`src/rtl/ram_port_arb_pkg.sv`:
```
// Shared constants for the training-engine RAM port arbiter.
// Holds the FSM state encoding, requester index constants and default address width,
// plus the fixed-priority / round-robin owner selection helper.
package ram_port_arb_pkg;

   localparam int DEFAULT_ADDR_WIDTH = 12;

   // Requester indices into the packed request / owner vectors
   localparam int LOAD = 0;
   localparam int SGD  = 1;
   localparam int DUMP = 2;

   typedef enum logic [2:0] {
      ST_IDLE     = 3'd0,
      ST_OWN_LOAD = 3'd1,
      ST_OWN_SGD  = 3'd2,
      ST_OWN_DUMP = 3'd3,
      ST_TURN     = 3'd4
   } state_t;

   // Load always wins; SGD and dump alternate on a tie. last_dump set means
   // dump was the most recent read owner, so SGD is next in line.
   function automatic state_t pick_owner(input logic [2:0] reqs, input logic last_dump);
      state_t s;
      if (reqs[LOAD])                    s = ST_OWN_LOAD;
      else if (reqs[SGD] && reqs[DUMP])  s = last_dump ? ST_OWN_SGD : ST_OWN_DUMP;
      else if (reqs[SGD])                s = ST_OWN_SGD;
      else if (reqs[DUMP])               s = ST_OWN_DUMP;
      else                               s = ST_IDLE;
      return s;
   endfunction

endpackage

```
`src/rtl/ram_port_arb.sv`:
```
// Arbiter/sequencer sharing the single-port training RAM between loader (write), SGD and dump (reads).
// Ports: CLK/RST (async active-low); req_*/addr_* per requester; registered one-hot gnt_*;
// ram_addr/ram_we/ram_oe combinational from grants and reqs; busy while owned or turning around.
import ram_port_arb_pkg::*;

module ram_port_arb #(
   parameter int ADDR_WIDTH = DEFAULT_ADDR_WIDTH,
   parameter int MAX_BURST  = 16
) (
   input  logic                  CLK,
   input  logic                  RST,
   input  logic                  req_load,
   input  logic [ADDR_WIDTH-1:0] addr_load,
   input  logic                  req_sgd,
   input  logic [ADDR_WIDTH-1:0] addr_sgd,
   input  logic                  req_dump,
   input  logic [ADDR_WIDTH-1:0] addr_dump,
   output logic                  gnt_load,
   output logic                  gnt_sgd,
   output logic                  gnt_dump,
   output logic [ADDR_WIDTH-1:0] ram_addr,
   output logic                  ram_we,
   output logic                  ram_oe,
   output logic                  busy
);

   localparam logic [7:0] MAX_B = MAX_BURST[7:0];
   localparam logic [7:0] LIMIT = MAX_B - 8'd1;

   state_t     state, nxt_state, tgt;
   logic [7:0] burst_cnt;
   logic       last_dump;
   logic [2:0] reqs, owner;
   logic       access, others, at_limit;

   assign reqs     = {req_dump, req_sgd, req_load};
   assign owner    = {state == ST_OWN_DUMP, state == ST_OWN_SGD, state == ST_OWN_LOAD};
   assign access   = |(owner & reqs);
   assign others   = |(~owner & reqs);
   // Reaching (or already sitting at) the burst cap makes this access the last
   // one if anybody else is waiting; a lone owner just saturates and keeps going.
   assign at_limit = burst_cnt >= LIMIT;

   // State register
   always_ff @(posedge CLK or negedge RST) begin
      if (!RST) state <= ST_IDLE;
      else      state <= nxt_state;
   end

   // Next-state logic
   always_comb begin
      nxt_state = state;
      tgt       = ST_IDLE;
      case (state)
         ST_IDLE, ST_TURN: begin
            // TURN re-arbitrates against live requests rather than a latched target
            nxt_state = pick_owner(reqs, last_dump);
         end
         ST_OWN_LOAD, ST_OWN_SGD, ST_OWN_DUMP: begin
            if (!access || (at_limit && others)) begin
               // The outgoing owner is masked so a forced release actually hands over
               tgt = pick_owner(reqs & ~owner, last_dump);
               if (tgt == ST_IDLE)
                  nxt_state = ST_IDLE;
               else if ((tgt == ST_OWN_LOAD) != (state == ST_OWN_LOAD))
                  nxt_state = ST_TURN;   // write<->read needs a dead bus cycle
               else
                  nxt_state = tgt;
            end
         end
         default: nxt_state = ST_IDLE;
      endcase
   end

   // Burst counter and round-robin pointer
   always_ff @(posedge CLK or negedge RST) begin
      if (!RST) begin
         burst_cnt <= 8'd0;
         last_dump <= 1'b1;
      end else if (nxt_state != state &&
                   (nxt_state == ST_OWN_LOAD || nxt_state == ST_OWN_SGD || nxt_state == ST_OWN_DUMP)) begin
         burst_cnt <= 8'd0;
         if (nxt_state == ST_OWN_SGD)  last_dump <= 1'b0;
         if (nxt_state == ST_OWN_DUMP) last_dump <= 1'b1;
      end else if (access && burst_cnt != MAX_B) begin
         burst_cnt <= burst_cnt + 8'd1;
      end
   end

   // Output decode
   always_comb begin
      gnt_load = owner[LOAD];
      gnt_sgd  = owner[SGD];
      gnt_dump = owner[DUMP];
      ram_we   = gnt_load & req_load;
      ram_oe   = (gnt_sgd & req_sgd) | (gnt_dump & req_dump);
      busy     = (state != ST_IDLE);
      ram_addr = '0;
      case (state)
         ST_OWN_LOAD: ram_addr = addr_load;
         ST_OWN_SGD:  ram_addr = addr_sgd;
         ST_OWN_DUMP: ram_addr = addr_dump;
         default:     ram_addr = '0;
      endcase
   end

endmodule

```
`config.mk`:
```
export PLATFORM = sky130hd
export DESIGN_NAME = ram_port_arb
export DESIGN_NICKNAME = d
export VERILOG_FILES = /design/src/rtl/ram_port_arb_pkg.sv /design/src/rtl/ram_port_arb.sv
export SDC_FILE = /design/constraint.sdc
export NUM_CORES = 1
export LEC_CHECK = 0
export CORE_UTILIZATION = 35
export DETAILED_ROUTE_END_ITERATION = 16
export PLACE_DENSITY = 0.78
export SYNTH_ARGS = -nofsm -noshare
export SYNTH_HDL_FRONTEND = slang
export SYNTH_SLANG_ARGS = --single-unit
```
`constraint.sdc`:
```
create_clock -name CLK -period 1.8 [get_ports CLK]
set_clock_uncertainty 0.1 [all_clocks]
set_input_delay 0.27 -clock CLK [delete_from_list [all_inputs] [get_ports CLK]]
set_output_delay 0.27 -clock CLK [all_outputs]
set_load 0.03 [all_outputs]
```
**Yosys cells after proc, flatten, opt, wreduce, memory -nomap -nowiden**

Index checks and enable logic that the tools add are counted.

- Flip-flop bits (word level): 12
- Input port bits: 41
- Output and inout port bits: 18
- Logic and storage cells: 62

- $add $sub $neg: 1
- Order comparisons: 1
- Eq/ne operators: 11
- Multiplexer cells: 20
- Bitwise operators: 7
- Reductions and logical operators: 19

Operators by type and width:

| cell | count |
|---|---|
| $pmux W12 S3 | 1 |
| $mux W2 | 8 |
| $mux W8 | 2 |
| $mux W3 | 5 |
| $eq A3 B2 Y1 const B | 4 |
| $eq A3 B1 Y1 const B | 3 |
| $reduce_or A3 Y1 | 3 |
| $add A8 B1 Y8 const B | 1 |
| $ge A8 B4 Y1 const B | 1 |
| $ne A8 B5 Y1 const B | 1 |
| $and A3 B3 Y3 | 2 |
| $logic_not A3 Y1 | 2 |
| $pmux W3 S2 | 1 |
| $logic_and A1 B1 Y1 | 5 |
| $reduce_bool A2 Y1 | 2 |
| $and A1 B1 Y1 | 3 |
| $eq A3 B3 Y1 const B | 1 |
| $logic_or A1 B1 Y1 | 3 |
| $mux W1 | 3 |
| $ne A3 B3 Y1 | 1 |
| $not A3 Y3 | 1 |
| $reduce_bool A3 Y1 | 1 |
| $reduce_and A2 Y1 | 1 |
| $reduce_or A2 Y1 | 1 |
| 3 further kinds | 3 |

**Logic depth before layout (Yosys ltp)**

- Depth after elaboration: 20
- Depth in mapped cells: 7
- Gate-level depth less buffers: 7

**Worst setup path before layout**

Ideal clock, no wire load.

- Path kind: register -> output
- From: register state[0]
- To: output port ram_addr[0]
- Arrival time: 1,604 ps
- Data required time: 1,430 ps
- Path slack: -174 ps
- Stages on the path, launching flop included: 7
- Buffers on the path: 2
- Path through: dfrtp_1 -> buf_4 -> inv_1 -> nor2_1 -> clkbuf_1 -> a21oi_1 -> nor2_1

- Longest elaborated chain between the ends: 2
- Elaborated cells between the ends (all ways): 4
- Those cells by class: eq/ne: 3; mux: 1

RTL lines:

| item | RTL line | source |
|---|---|---|
| start: declaration | ram_port_arb.sv:30 | `state_t state, nxt_state, tgt;` |
| start signal: assignment | ram_port_arb.sv:47 | `else state <= nxt_state;` |
| $eq A3 B2 Y1 (tied with other cells) | ram_port_arb.sv:99 | `case (state)` |
| $pmux W12 S3 (*) | ram_port_arb.sv:99 |  |
| end: declaration | ram_port_arb.sv:21 | `output logic [ADDR_WIDTH-1:0] ram_addr,` |

Mark *: on every way between the ends. The rest lies on a longest branch, timed or not.

**Final worst setup path**

- From: register state[0]
- To: register burst_cnt[2]

- Longest elaborated chain between the ends: 20
- Elaborated cells between the ends (all ways): 39
- Those cells by class: eq/ne: 10; mux: 11; bitwise: 3; reduce/logical: 15

RTL lines:

| item | RTL line | source |
|---|---|---|
| $eq A3 B2 Y1 | ram_port_arb.sv:37, ram_port_arb.sv:54 |  |
| $not A3 Y3 | ram_port_arb.sv:39, ram_port_arb.sv:62 |  |
| $and A3 B3 Y3 | ram_port_arb.sv:39, ram_port_arb.sv:62 |  |
| $mux W2 | ram_port_arb_pkg.sv:28 | `else if (reqs[DUMP]) s = ST_OWN_DUMP;` |
| $mux W2 | ram_port_arb_pkg.sv:27 | `else if (reqs[SGD]) s = ST_OWN_SGD;` |
| $mux W2 | ram_port_arb_pkg.sv:26 | `else if (reqs[SGD] && reqs[DUMP]) s = last_dump ? ST_OWN_SGD : ST_OWN_DUMP;` |
| $mux W2 | ram_port_arb_pkg.sv:25 | `if (reqs[LOAD]) s = ST_OWN_LOAD;` |
| $mux W3 | ram_port_arb.sv:60 | `if (!access \|\| (at_limit && others)) begin` |
| [... 3 more ...] | - |  |
| $mux W3 | ram_port_arb.sv:65 | `else if ((tgt == ST_OWN_LOAD) != (state == ST_OWN_LOAD))` |
| $mux W3 | ram_port_arb.sv:63 | `if (tgt == ST_IDLE)` |
| $mux W3 | ram_port_arb.sv:60 |  |
| $pmux W3 S2 | ram_port_arb.sv:54 | `case (state)` |
| $eq A3 B1 Y1 / $eq A3 B2 Y1 (equally long branches) | ram_port_arb.sv:81 | `(nxt_state == ST_OWN_LOAD \|\| nxt_state == ST_OWN_SGD \|\| nxt_state == ST_OWN_DUMP)) begin` |
| $logic_or A1 B1 Y1 (2 in a row) | ram_port_arb.sv:81 |  |
| $logic_and A1 B1 Y1 | ram_port_arb.sv:80 | `end else if (nxt_state != state &&` |
| $mux W8 / $reduce_bool A2 Y1 (equally long branches) | - |  |
| end signal: assignment | ram_port_arb.sv:86 | `burst_cnt <= burst_cnt + 8'd1;` |
| end: declaration | ram_port_arb.sv:31 | `logic [7:0] burst_cnt;` |

Parallel ways exist; a longest one is shown, timed or not. The select of a mux whose other input is x is not followed.
A chain may end at the register's enable or synchronous reset.

==> flow_summary.json <==
{
  "run_status": "finished with violations",
  "violations": "negative setup slack",
  "ys_types": 42,
  "avgSynthCellArea_um2": 7.71,
  "wl_met1_um": 1790,
  "drt_iter0_markers": 54,
  "critPathBufInv": 2,
  "cp_slowest_cell": "dfrtp_2",
  "crit_required_ps": 1860,
  "hp-class": "input port to asynchronous set/reset pin",
  "hold_viol": 0,
  "cts-root-buf": "clkbuf_4",
  "cts_sinks": 12,
  "synth_xor_area_share_pct": 4.48,
  "criticalPathCategory": "flip-flop to flip-flop",
  "insertion_delay_ps": 280,
  "setup_tns_ps": -3830,
  "routed_wl_um": 4750,
  "cp-end-kind": "flip-flop",
  "antenna_found_initial": 0,
  "drtPass1Iterations": 4,
  "vias": 1534,
  "synth_compound_gate_area_share_pct": 24.3,
  "placedCellCount": 277,
  "crit_top_cell": "buf_6",
  "final_cell_mix": "37 x clkdlybuf4s50_1, 36 x buf_4, 20 x nor2_1",
  "placeableCoreArea_um2": 3100,
  "synthAdderAreaFrac_pct": 2.13,
  "num_rows": 20,
  "start_kind": "flip-flop",
  "critPathTopFamily": "compound AO/OA/AOI/OAI gates",
  "crit_chain": "buf_6, mux2i_1, a311o_1, o21a_1, o211ai_2, buf_6, a21oi_1",
  "pin_count": 59,
  "synth_top_family_by_area": "compound AO/OA/AOI/OAI gates",
  "final_common_cell": "clkdlybuf4s50_1",
  "place_hpwl_um": 3200,
  "drv_slew": 0,
  "worst_pin_slew_ps": 527,
  "grt_max_degree": 14,
  "vias_per_cell": 5.34,
  "slew_headroom_pct": 64.8,
  "synth_nets": 195,
  "die_w_um": 59.9,
  "instances_no_fill": 287,
  "die_height_um": 59.9,
  "powerDensity_nw_per_um2": 1550,
  "worst_slack_ps": -204,
  "routed-wl-met3_um": 320,
  "netlist_instances": 152,
  "muxShareOfSynthArea_pct": 13.7,
  "syn_area_um2": 1170,
  "area_delta_synth_final_pct": 98.3,
  "ant_nets": 0,
  "grt_pass1_vias": 1536,
  "ys_seq_area_share_pct": 25.7,
  "gp_congestion": 0.889,
  "power_uw": 3600,
  "finalSetupViolations": 26,
  "diodes": 0,
  "route.detailed.drc": 0,
  "ctsHtreeMaxLevel": 1,
  "synth-seq-cells": 12,
  "wl_per_cell_um": 16.5,
  "cts.path.max_buffers": 2,
  "place_area_um2": 2010,
  "yosysWarnings": 0,
  "port_buffers": 58,
  "top_layer_used": "met4",
  "rsz0062_at_grt": "true",
  "peakVddDrop_mv": 1.29,
  "stdcell_area_um2": 2320,
  "arrival_ps": 2060,
  "cts_buffers": 3,
  "fin_crit_ps": 2000,
  "grt_pass1_wl_um": 6870,
  "finalNetCount": 287,
  "wl_met2_um": 2550,
  "yosys.area_share.simple_pct": 23.5,
  "critPathMaxStageDelay_ps": 470,
  "postCtsHoldBufs": 0,
  "grt_usage_pct": 25.9,
  "drv_cap": 0,
  "drive_gt1_share_pct": 44.9,
  "cellLeakagePower_uw": 0.00100,
  "post-route-period-util_pct": 111,
  "overflow": 0,
  "clk_pin_slew_worst_paths_ps": 80,
  "max_freq_mhz": 499,
  "start_util_pct": 37.8,
  "crit_path_max_fanout": 8,
  "cts_tree": "done",
  "die_area_um2": 3590
}
-- final cells by class --
cell class,instances,area (um2)
Clock buffer,4,36.3
Fill cell,227,778
Tap cell,44,55.1
Timing Repair Buffer,95,898
Inverter,9,41.3
Sequential cell,12,305
Multi-Input combinational cell,123,988
-- power by group --
| group | internal (uW) | switching [uW] |
|---|---|---|
| clock network | 123 | 91.0 |
| registers | 343 | 77.3 |
| logic | 1340 | 1630 |
| total | 1810 | 1800 |
-- synthesized netlist by cell type --
master / n / area, um2
o211ai_2: 1 / 12.5
or2_1: 1 / 6.26
ha_1: 2 / 25.0
nor2_1: 34 / 128
a211oi_4: 1 / 20.0
o21a_1: 1 / 7.51
dfstp_2: 1 / 26.3
buf_4: 1 / 7.51
mux2i_1: 16 / 160
xnor2_1: 2 / 17.5
nand2b_1: 2 / 12.5
a21oi_1: 22 / 110
nand3b_1: 1 / 7.51
nor2b_1: 1 / 6.26
o21ba_2: 1 / 10.0
nor3_1: 2 / 10.0
inv_1: 9 / 33.8
o31a_1: 1 / 8.76
a2111oi_0: 1 / 8.76
a311o_1: 1 / 10.0
o21ai_0: 2 / 10.0
nand3_1: 1 / 5.00
nand4_1: 4 / 25.0
o311ai_0: 1 / 8.76
o2111ai_2: 1 / 15.0
or4_1: 1 / 7.51
a211o_1: 1 / 8.76
clkbuf_1: 3 / 11.3
a21boi_1: 1 / 7.51
xor2_1: 4 / 35.0
and2_1: 1 / 6.26
dfrtp_1: 11 / 275
o221ai_2: 1 / 15.0
a21o_1: 1 / 7.51
a221o_1: 1 / 10.0
and3_1: 3 / 18.8
a21boi_0: 1 / 7.51
o211ai_1: 1 / 7.51
nor4b_1: 1 / 8.76
nand2_1: 4 / 15.0
nor4_1: 3 / 18.8
buf_2: 4 / 20.0
-- sequential cells by signal (all words and copies together), names as in the netlist --
register / cells
last_dump: 1
burst_cnt: 8
state: 3
-- repair_timing --
item,in CTS,in global routing
gates resized for setup,47,20
endpoints found under the setup margin,27,29
buffers inserted,3,1
pin swaps,11,2
gates cloned,2,0
-- cells by family after synthesis --
group	Yosys count
compound gates	40
xor+xnor	6
fa+ha+maj	2
buf+inv	17
flops	12
mux	16
simple gates	59
-- per-layer routing --
metal / up-vias / GRT usage (%)
li1: 729 / -
met1: 725 / 27.5
met2: 70 / 50.5
met3: 10 / 3.90
met4: 0 / 9.30
met5: - / 0
-- metrics by stage --
stage | hold slack (ps) | setup WS (ps) | util (%)
after floorplan | -126 | -72.8 | -
after global placement | 486 | -443 | 64.7
after detailed placement | 516 | -513 | 64.7
after CTS | 252 | -151 | 72.2
after global routing | 290 | -248 | 74.9
final | 237 | -204 | 74.9
-- worst paths after layout --
| kind | start | end | slack [ps] | cells after the start |
|---|---|---|---|---|
| min in group CLK | state[2] | state[2] | 460 | 1 |
| min reg2reg | state[2] | state[2] | 460 | 1 |
| max in group asynchronous | RST | state[1] | 990 | 1 |
| max reg2reg | state[0] | burst_cnt[2] | -200 | 7 |
| max | state[0] | burst_cnt[2] | -200 | 7 |
| min | RST | burst_cnt[4] | 240 | 1 |
No activity file was read; power rests on OpenSTA's default activity.
==> RTL change (config.mk and constraints unchanged) <==
`DEFAULT_ADDR_WIDTH`: 12 -> 13.
--- a/src/rtl/ram_port_arb_pkg.sv
+++ b/src/rtl/ram_port_arb_pkg.sv
@@ -3,7 +3,7 @@
 // plus the fixed-priority / round-robin owner selection helper.
 package ram_port_arb_pkg;
 
-   localparam int DEFAULT_ADDR_WIDTH = 12;
+   localparam int DEFAULT_ADDR_WIDTH = 13;
 
    // Requester indices into the packed request / owner vectors
    localparam int LOAD = 0;
Ports: changed (resized addr_dump, addr_load, addr_sgd and ram_addr); port bits go from 59 to 63. The function was not compared with the original's and may differ.
==> RTL change against the original RTL <==
The run still ends with negative setup slack left. First-iteration DRC count grew 52%. Synthesized area shrank 1.1%. Final area grew 2.7%. Global-route usage grew 0.57 points. Sequential cell count is the same. Synthesized cell count shrank 14%. Fmax shrank 3.9%. Final cell count shrank 5.9%. Total power grew 2.3%. Largest power group unchanged. Worst setup slack lost 82 ps. Non-clock buffer count grew 5. Clock power shrank 16%. Wire length grew 2.8%.
==> RTL change: results (changes against the original RTL) <==
| Metric | Value |
|---|---|
| Status | finished with violations (unchanged) |
| Failing checks | negative setup slack (unchanged) |
| Slowest stage cell, crit path | dfrtp_1 (was dfrtp_2) |
| Vias in the first global route | 1419 (was 1536) |
| Dominant cells by area after synthesis | dfrtp_1 24%, mux2_2 13%, a22oi_1 9.1% (was dfrtp_1 23%, mux2i_1 14%, nor2_1 11%) |
| Post-Synth Adder-Cell Area | 2.16% (was 2.13%) |
| Placed insts | 259 (was 277) |
| XOR/XNOR Fraction of Synth Area | 5.29% (was 4.48%) |
| Critical Path Fanout Max | 6 (was 8) |
| DR pass1 iterations | 5 (was 4) |
| Setup violators final | 27 (was 26) |
| WL/cell | 18.1 um (was 16.5 um) |
| Post-synthesis mux area share | 16.5% (was 13.7%) |
| Met3 Resource Use GR | 6.77% (was 3.90%) |
| Ratio of cells with drive above 1 in the final layout | 54.9% (was 44.9%) |
| Post-Synthesis Net Count | 177 (was 195) |
| Leak | 0.998 nW (was 1.00 nW) |
| Port Buffers | 62 (was 58) |
| Seq/Total Area, Yosys | 26.0% (was 25.7%) |
| Hpwl dp | 3.12 mm (was 3.20 mm) |
| Compound-Gate Fraction of Synth Area | 24.4% (was 24.3%) |
| Crit path max-delay family | buffers and inverters (was compound AO/OA/AOI/OAI gates) |
| Avg Inst Size Synth | 8.85 um^2 (was 7.71 um^2) |
| Number of library cell types mapped by synthesis | 41 (was 42) |
| Largest net degree at the start of global routing | 16 (was 14) |
| CP peak stage delay | 410 ps (was 470 ps) |
| Via count | 1471 (was 1534) |
| Final setup margin | -286 ps (was -204 ps) |
| Violation count after the first detailed-route iteration | 82 (was 54) |
| Rel. slew slack | 62.8% (was 64.8%) |
| First-pass GRT wire length | 6.88 mm (was 6.87 mm) |
RTL change: cell count changes in the layout (fill, tap and decap cells not counted), sizes merged, moves of 5 or more:
cell	unedited run	this run
a21oi	22	3
a22oi	0	14
mux2	0	14
mux2i	16	3
nor2	34	28
inv	9	4
RTL change: final timing paths:
path / endpoint / slack [ps]
worst min-delay path: burst_cnt[3] / 240
worst max register to register: last_dump / -250
worst min register to register: burst_cnt[7] / 520
min in group CLK: burst_cnt[7] / 520
max in group asynchronous: state[1] / 950
worst max-delay path: ram_addr[9] / -290
RTL change: kinds of logic after synthesis:
group                      count (synthesis)
and+or+nand+nor                           51
DFF                                       12
muxes                                     17
xor gates and xnor gates                   7
buffers and inverters                     13
adders and majority gates                  2
AOI/OAI and AO/OA                         29
RTL change: layout make-up:
class | count | area [um^2] | area share (%)
clock buffers | 4 | 26.3 | 1.10
inverters | 4 | 17.5 | 0.734
multi-input cells | 106 | 1020 | 42.9
flip-flops and latches | 12 | 303 | 12.7
well taps | 44 | 55.1 | 2.31
repair buffers | 100 | 961 | 40.3
RTL change: what timing repair did:
action,4_1_cts,5_1_grt
setup buffers,3,2
hold buffers,0,0
pin swaps,18,15
hold endpoints to repair,0,0
endpoints found under the setup margin,25,28
cloned,2,0
gates resized for setup,55,14
RTL change: layer usage:
| layer | up-vias | routed length, um |
|---|---|---|
| met2 | 60 | 2610 |
| met1 | 723 | 1830 |
| met3 | 22 | 250 |
| li1 | 666 | - |
| met4 | 0 | 190 |
| met5 | - | 0 |
RTL change: power by group:
part | leakage [nW] | switching [mW] | internal [mW]
clock | 0.0150 | 0.0935 | 0.0861
combinational | 0.825 | 1.60 | 1.50
sequential | 0.158 | 0.0561 | 0.340
total | 0.998 | 1.75 | 1.93
RTL change: worst register-to-register path, stage by stage (launching register included):
cell and delay, ps:
dfrtp_1 420, buf_4 160, mux2i_4 190, a211oi_4 310, o31a_4 240, a21oi_2 60
o31ai_4 180, mux2_4 320
RTL change: per-stage QoR:
stage / worst slack [ps] / instance area [um^2] / setup TNS, ps / power, mW / hold slack, ps
3_3_place_gp: -433 / 2020 / -3120 / 2.67 / 499
3_5_place_dp: -487 / 2020 / -3840 / 2.72 / 514
2_1_floorplan: -107 / 1200 / -791 / 1.85 / -126
4_1_cts: -232 / 2310 / -3390 / 3.47 / 257
6_report: -286 / 2390 / -4780 / 3.68 / 242
5_1_grt: -329 / 2390 / -5910 / 3.83 / 266
